`src/rtl/arb_pkg.sv`:
```
// rtl/arb_pkg.sv - shared mode encoding and width helpers for the multimode arbiter
package arb_pkg;

  typedef enum logic [1:0] {
    FP_PREEMPT = 2'd0,
    FP_LOCK    = 2'd1,
    RR_LOCK    = 2'd2
  } arb_mode_e;

  function automatic int calc_idw(input int n);
    return (n < 2) ? 1 : $clog2(n);
  endfunction

  // Counter only needs to reach MAX_HOLD-1; a disabled limit keeps one bit.
  function automatic int calc_hold_w(input int max_hold);
    return (max_hold < 2) ? 1 : $clog2(max_hold);
  endfunction

endpackage

```
`src/rtl/arb_rr_pick.sv`:
```
// rtl/arb_rr_pick.sv - combinational rotating-priority picker (first set bit from a start index)
module arb_rr_pick #(
  parameter int N   = 4,
  parameter int IDW = 2
) (
  input  logic [N-1:0]   i_cand,
  input  logic [IDW-1:0] i_start,
  output logic [N-1:0]   o_onehot,
  output logic [IDW-1:0] o_idx,
  output logic           o_found
);

  int             j;
  logic [IDW-1:0] jj;

  always_comb begin
    o_onehot = '0;
    o_idx    = '0;
    o_found  = 1'b0;
    j        = 0;
    jj       = '0;
    for (int i = 0; i < N; i++) begin
      j = int'(i_start) + i;
      if (j >= N) j = j - N;
      jj = IDW'(j);
      if (!o_found && i_cand[jj]) begin
        o_found      = 1'b1;
        o_onehot[jj] = 1'b1;
        o_idx        = jj;
      end
    end
  end

endmodule

```
`src/rtl/arb_multimode.sv`:
```
// rtl/arb_multimode.sv - registered N-way arbiter with preemptive/locked fixed priority and locked round robin
module arb_multimode
  import arb_pkg::*;
#(
  parameter int  REQ_NUM  = 4,
  parameter int  MAX_HOLD = 16,
  localparam int IDW      = calc_idw(REQ_NUM)
) (
  input  logic               clk,
  input  logic               rst_n,
  input  logic [1:0]         mode,
  input  logic [REQ_NUM-1:0] req,
  output logic [REQ_NUM-1:0] grant,
  output logic [IDW-1:0]     grant_id,
  output logic               grant_valid
);

  localparam int             HW        = calc_hold_w(MAX_HOLD);
  localparam bit             HOLD_EN   = (MAX_HOLD != 0);
  localparam logic [HW-1:0]  HOLD_LAST = (MAX_HOLD == 0) ? '0 : HW'(MAX_HOLD - 1);

  logic [REQ_NUM-1:0] r_grant;
  logic [IDW-1:0]     r_grant_id;
  logic               r_grant_valid;
  logic [IDW-1:0]     r_rr_ptr;
  logic [HW-1:0]      r_hold_cnt;

  arb_mode_e          w_mode;
  logic               w_locking;
  logic               w_owner_req;
  logic               w_others;
  logic               w_at_limit;
  logic               w_keep;
  logic               w_excl;
  logic [REQ_NUM-1:0] w_cand;
  logic [REQ_NUM-1:0] w_fp_onehot;
  logic [IDW-1:0]     w_fp_idx;
  logic               w_fp_found;
  logic [REQ_NUM-1:0] w_rr_onehot;
  logic [IDW-1:0]     w_rr_idx;
  logic               w_rr_found;
  logic               w_use_rr;
  logic [REQ_NUM-1:0] w_pick_onehot;
  logic [IDW-1:0]     w_pick_idx;
  logic               w_pick_found;
  logic [REQ_NUM-1:0] w_next_grant;
  logic [IDW-1:0]     w_next_id;
  logic [HW-1:0]      w_next_hold;
  logic [IDW-1:0]     w_next_ptr;

  assign w_mode      = arb_mode_e'(mode);
  assign w_locking   = (w_mode != FP_PREEMPT);
  assign w_owner_req = |(req & r_grant);
  assign w_others    = |(req & ~r_grant);
  assign w_at_limit  = HOLD_EN && (r_hold_cnt == HOLD_LAST);
  assign w_keep      = w_locking && w_owner_req && !w_at_limit;
  // An expired owner steps aside only when someone else is waiting.
  assign w_excl      = w_locking && w_owner_req && w_at_limit && w_others;
  assign w_cand      = w_excl ? (req & ~r_grant) : req;
  assign w_use_rr    = (w_mode == RR_LOCK);

  arb_rr_pick #(.N(REQ_NUM), .IDW(IDW)) u_fp_pick (
    .i_cand   (w_cand),
    .i_start  ('0),
    .o_onehot (w_fp_onehot),
    .o_idx    (w_fp_idx),
    .o_found  (w_fp_found)
  );

  arb_rr_pick #(.N(REQ_NUM), .IDW(IDW)) u_rr_pick (
    .i_cand   (w_cand),
    .i_start  (r_rr_ptr),
    .o_onehot (w_rr_onehot),
    .o_idx    (w_rr_idx),
    .o_found  (w_rr_found)
  );

  assign w_pick_onehot = w_use_rr ? w_rr_onehot : w_fp_onehot;
  assign w_pick_idx    = w_use_rr ? w_rr_idx    : w_fp_idx;
  assign w_pick_found  = w_use_rr ? w_rr_found  : w_fp_found;

  always_comb begin
    w_next_grant = w_pick_onehot;
    w_next_hold  = '0;
    w_next_ptr   = r_rr_ptr;
    if (w_keep) begin
      w_next_grant = r_grant;
      w_next_hold  = (r_hold_cnt == '1) ? r_hold_cnt : r_hold_cnt + 1'b1;
    end else if (w_use_rr && w_pick_found) begin
      w_next_ptr = (w_pick_idx == IDW'(REQ_NUM - 1)) ? '0 : w_pick_idx + 1'b1;
    end
  end

  always_comb begin
    w_next_id = '0;
    for (int i = 0; i < REQ_NUM; i++) begin
      if (w_next_grant[i]) w_next_id = w_next_id | IDW'(i);
    end
  end

  always_ff @(posedge clk or negedge rst_n) begin
    if (!rst_n) begin
      r_grant       <= '0;
      r_grant_id    <= '0;
      r_grant_valid <= 1'b0;
      r_rr_ptr      <= '0;
      r_hold_cnt    <= '0;
    end else begin
      r_grant       <= w_next_grant;
      r_grant_id    <= w_next_id;
      r_grant_valid <= |w_next_grant;
      r_rr_ptr      <= w_next_ptr;
      r_hold_cnt    <= w_next_hold;
    end
  end

  assign grant       = r_grant;
  assign grant_id    = r_grant_id;
  assign grant_valid = r_grant_valid;

endmodule

```
`config.mk`:
```
export PLATFORM = sky130hd
export DESIGN_NAME = arb_multimode
export DESIGN_NICKNAME = d
export VERILOG_FILES = /design/src/rtl/arb_pkg.sv /design/src/rtl/arb_rr_pick.sv /design/src/rtl/arb_multimode.sv
export SDC_FILE = /design/constraint.sdc
export NUM_CORES = 1
export LEC_CHECK = 0
export ABC_AREA = 0
export CORE_MARGIN = 8
export CORE_UTILIZATION = 35
export CTS_CLUSTER_DIAMETER = 50
export CTS_CLUSTER_SIZE = 12
export DETAILED_ROUTE_END_ITERATION = 10
export PLACE_DENSITY = 0.67
export REMOVE_ABC_BUFFERS = 1
export SETUP_SLACK_MARGIN = 0.2
export SYNTH_ARGS = -nofsm -noshare
export SYNTH_HDL_FRONTEND = slang
export SYNTH_SLANG_ARGS = --single-unit
```
`constraint.sdc`:
```
create_clock -name clk -period 5.4 [get_ports clk]
set_input_delay 1.08 -clock clk [delete_from_list [all_inputs] [get_ports clk]]
set_output_delay 1.08 -clock clk [all_outputs]
set_load 0.1 [all_outputs]
```
==> run metrics <==
antenna diode count 0; P_leak 0.000507 uW; Detailed Place HPWL 2.35 mm; Max Root-Sink Buffers 2; MaxCap Viol Count 0; sink count of the clock tree 13; Die X 73.5 microns; status completed; Final ANT Viol Nets 0; nets 156; antenna violations before repair 0; Worst-Margin Slew 0.971 ns; number of synthesized flops with an enable pin 0; Sum Neg Setup Slack 0 ns; area of the multi-input gates 786 sq um; post-synthesis mux area share 0.0476; CP Data Required Time 5.54 ns; area delta synth->final 16.8%; sequential cell area 325 sq um; period utilization 0.738; Post-CTS Setup Bufs 0; Die H 73.5 microns; drt wl/cell 16.3 microns; Synth Area in XOR/XNOR 0.0227; Core Region 0.00326 sq mm; register area share after synthesis 0.281; Synth Area in Compound Gates 0.402; minimum clock period 3.99 ns; 1st-iter DRT viols 92; CTS buffer count 3; synthesized netlist cell count 130; vias per cell 6.13; gpl congestion 0.888; die area 0.00540 sq mm; worst-path fanout max 11; Final setup viols 0; Synth Flop Type dfrtp_1; Final Hold Viols 0; Data arrival, critical path 4.13 ns; RSZ-0062 raised after global routing false; critical path class input pin to register; worst min-delay path category register to register; Worst VDD drop 0.396 mV; startpoint types input pin; global route overflow 0; fmax 0.251 GHz; Synth Area per Inst 8.90 sq um; Adder-Cell Fraction of Synth Area 0.0541; clock latency on the worst-skew pair 0.27 ns; Pwr Density 624 mW/mm^2; drt total wl 3.06 mm; Worst-path clk slew 0.08 ns; vias in the first global route 1129; CTS Hold Bufs 0; I/O pins 15; Pre-antenna DRT Iters 4; All-Layer GR Usage 0.122; Worst slew margin 0.350; number of H-tree branching levels 1; CTS tree built; Yosys Warn Count 0; row count 21; largest family of logic cells by synthesized area compound AO/OA/AOI/OAI gates; CTS resizes 0; element type at the critical path end register; layout cell share with drive strength beyond 1 0.0986; first-pass GRT wire length 5.29 mm; Synth cell types 48; # fillers 362; synthesized flop and latch total 13; simple-gate portion of the synthesized area 0.152; largest net degree at the start of global routing 15; clk root buf clkbuf_4; Post-Route Utilization 0.415; synthesized area 0.00116 sq mm; initial core utilization 0.355; total number of vias 1152; clk_skew 0.00502 ns; Post-synth ARST share 1.00; DRC 0; Max Slew Vio Count 0; I/O Buffers 14
where the power goes:
part           internal [uW]  total, uW  leakage [uW]  switching [uW]
sequential               137        198      0.000156            60.5
clock                   27.4       56.7     0.0000177            29.3
combinational            187        589      0.000333             401
total                    352        843      0.000507             491
through the flow:
stage / setup slack (ns) / hold WS, ns / std cells / total power [uW] / instance area (sq um)
finish: 1.41 / 0.464 / 188 / 843 / 1350
detailed placement: 1.20 / 0.460 / 184 / 782 / 1320
CTS: 1.47 / 0.471 / 188 / 844 / 1350
global placement: 1.28 / 0.447 / 184 / 770 / 1320
global route: 1.16 / 0.486 / 188 / 909 / 1350
floorplan: 2.13 / 0.433 / 124 / 638 / 1130
synthesized netlist by cell type (2+ instances only):
master,instances,share of area
a21oi_1,8,0.035
nor2b_1,5,0.027
o21ai_1,4,0.017
nand2_1,7,0.023
clkbuf_1,4,0.013
nand3_1,3,0.013
a22o_2,2,0.017
or2_1,2,0.011
a22oi_1,5,0.032
o211ai_1,4,0.026
inv_1,4,0.013
o22a_1,2,0.015
nor2_1,10,0.032
o31ai_1,3,0.019
dfrtp_1,13,0.28
o31a_1,3,0.023
o21ai_0,3,0.013
o22ai_1,6,0.032
o21a_1,3,0.019
mux4_2,2,0.039
a221oi_1,5,0.038
xnor2_1,2,0.015
ha_1,5,0.054
final cells by class:
type                            count  area share
Clock buffer                        3      0.0167
Clock inverter                      1     0.00370
Inverter                            4      0.0111
Multi-Input combinational cell    107       0.581
Sequential cell                    13       0.241
Tap cell                           46      0.0426
Timing Repair Buffer               14       0.104
flip-flops by register name, indices dropped and copies added (netlist names):
| name | count |
|---|---|
| grant | 4 |
| grant_id | 2 |
| grant_valid | 1 |
| r_hold_cnt | 4 |
| r_rr_ptr | 2 |
placed cells by master (no fill, tap or decap), types with 4 or more instances in the layout:
cell,count
a21oi_1,8
a221oi_1,5
a22oi_1,5
clkdlybuf4s50_1,14
dfrtp_1,13
ha_1,5
inv_1,4
nand2_1,7
nor2_1,10
nor2b_1,5
o211ai_1,4
o21ai_1,4
o22ai_1,6
routing by layer:
| layer | global-route usage | vias up | share of wire |
|---|---|---|---|
| li1 | - | 537 | - |
| met1 | 0.144 | 550 | 0.43 |
| met2 | 0.189 | 61 | 0.47 |
| met3 | 0.0341 | 4 | 0.089 |
| met4 | 0.0732 | 0 | 0.011 |
| met5 | 0 | - | 0 |
cells by family (layout without fill, tap and decap cells):
| family | count (synthesis) | after routing |
|---|---|---|
| compound gates | 61 | 61 |
| xor+xnor | 3 | 3 |
| fa+ha+maj | 5 | 5 |
| buf+inv | 10 | 22 |
| flops | 13 | 13 |
| mux | 3 | 3 |
| simple gates | 35 | 35 |
worst paths after layout:
check,depth (start not counted),slack [ns],end,startpoint
min in group asynchronous,1,1.16,r_hold_cnt[3],rst_n
hold / removal,1,0.46,r_hold_cnt[0],r_hold_cnt[0]
setup / recovery,9,1.41,grant_valid,req[2]
hold reg to reg,1,0.46,r_hold_cnt[0],r_hold_cnt[0]
setup reg to reg,9,2.29,grant_valid,r_hold_cnt[0]
max in group asynchronous,1,3.88,r_rr_ptr[1],rst_n
critical path, cell delays in order:
cell and delay, ns:
clkdlybuf4s50_1 0.62, a22o_2 0.24, o221ai_2 0.22, o21ai_1 0.58
mux4_2 0.37, nor2_2 0.07, a221oi_2 0.28, a21oi_1 0.13
or4_1 0.53
Power figures use the tool's default switching activity.
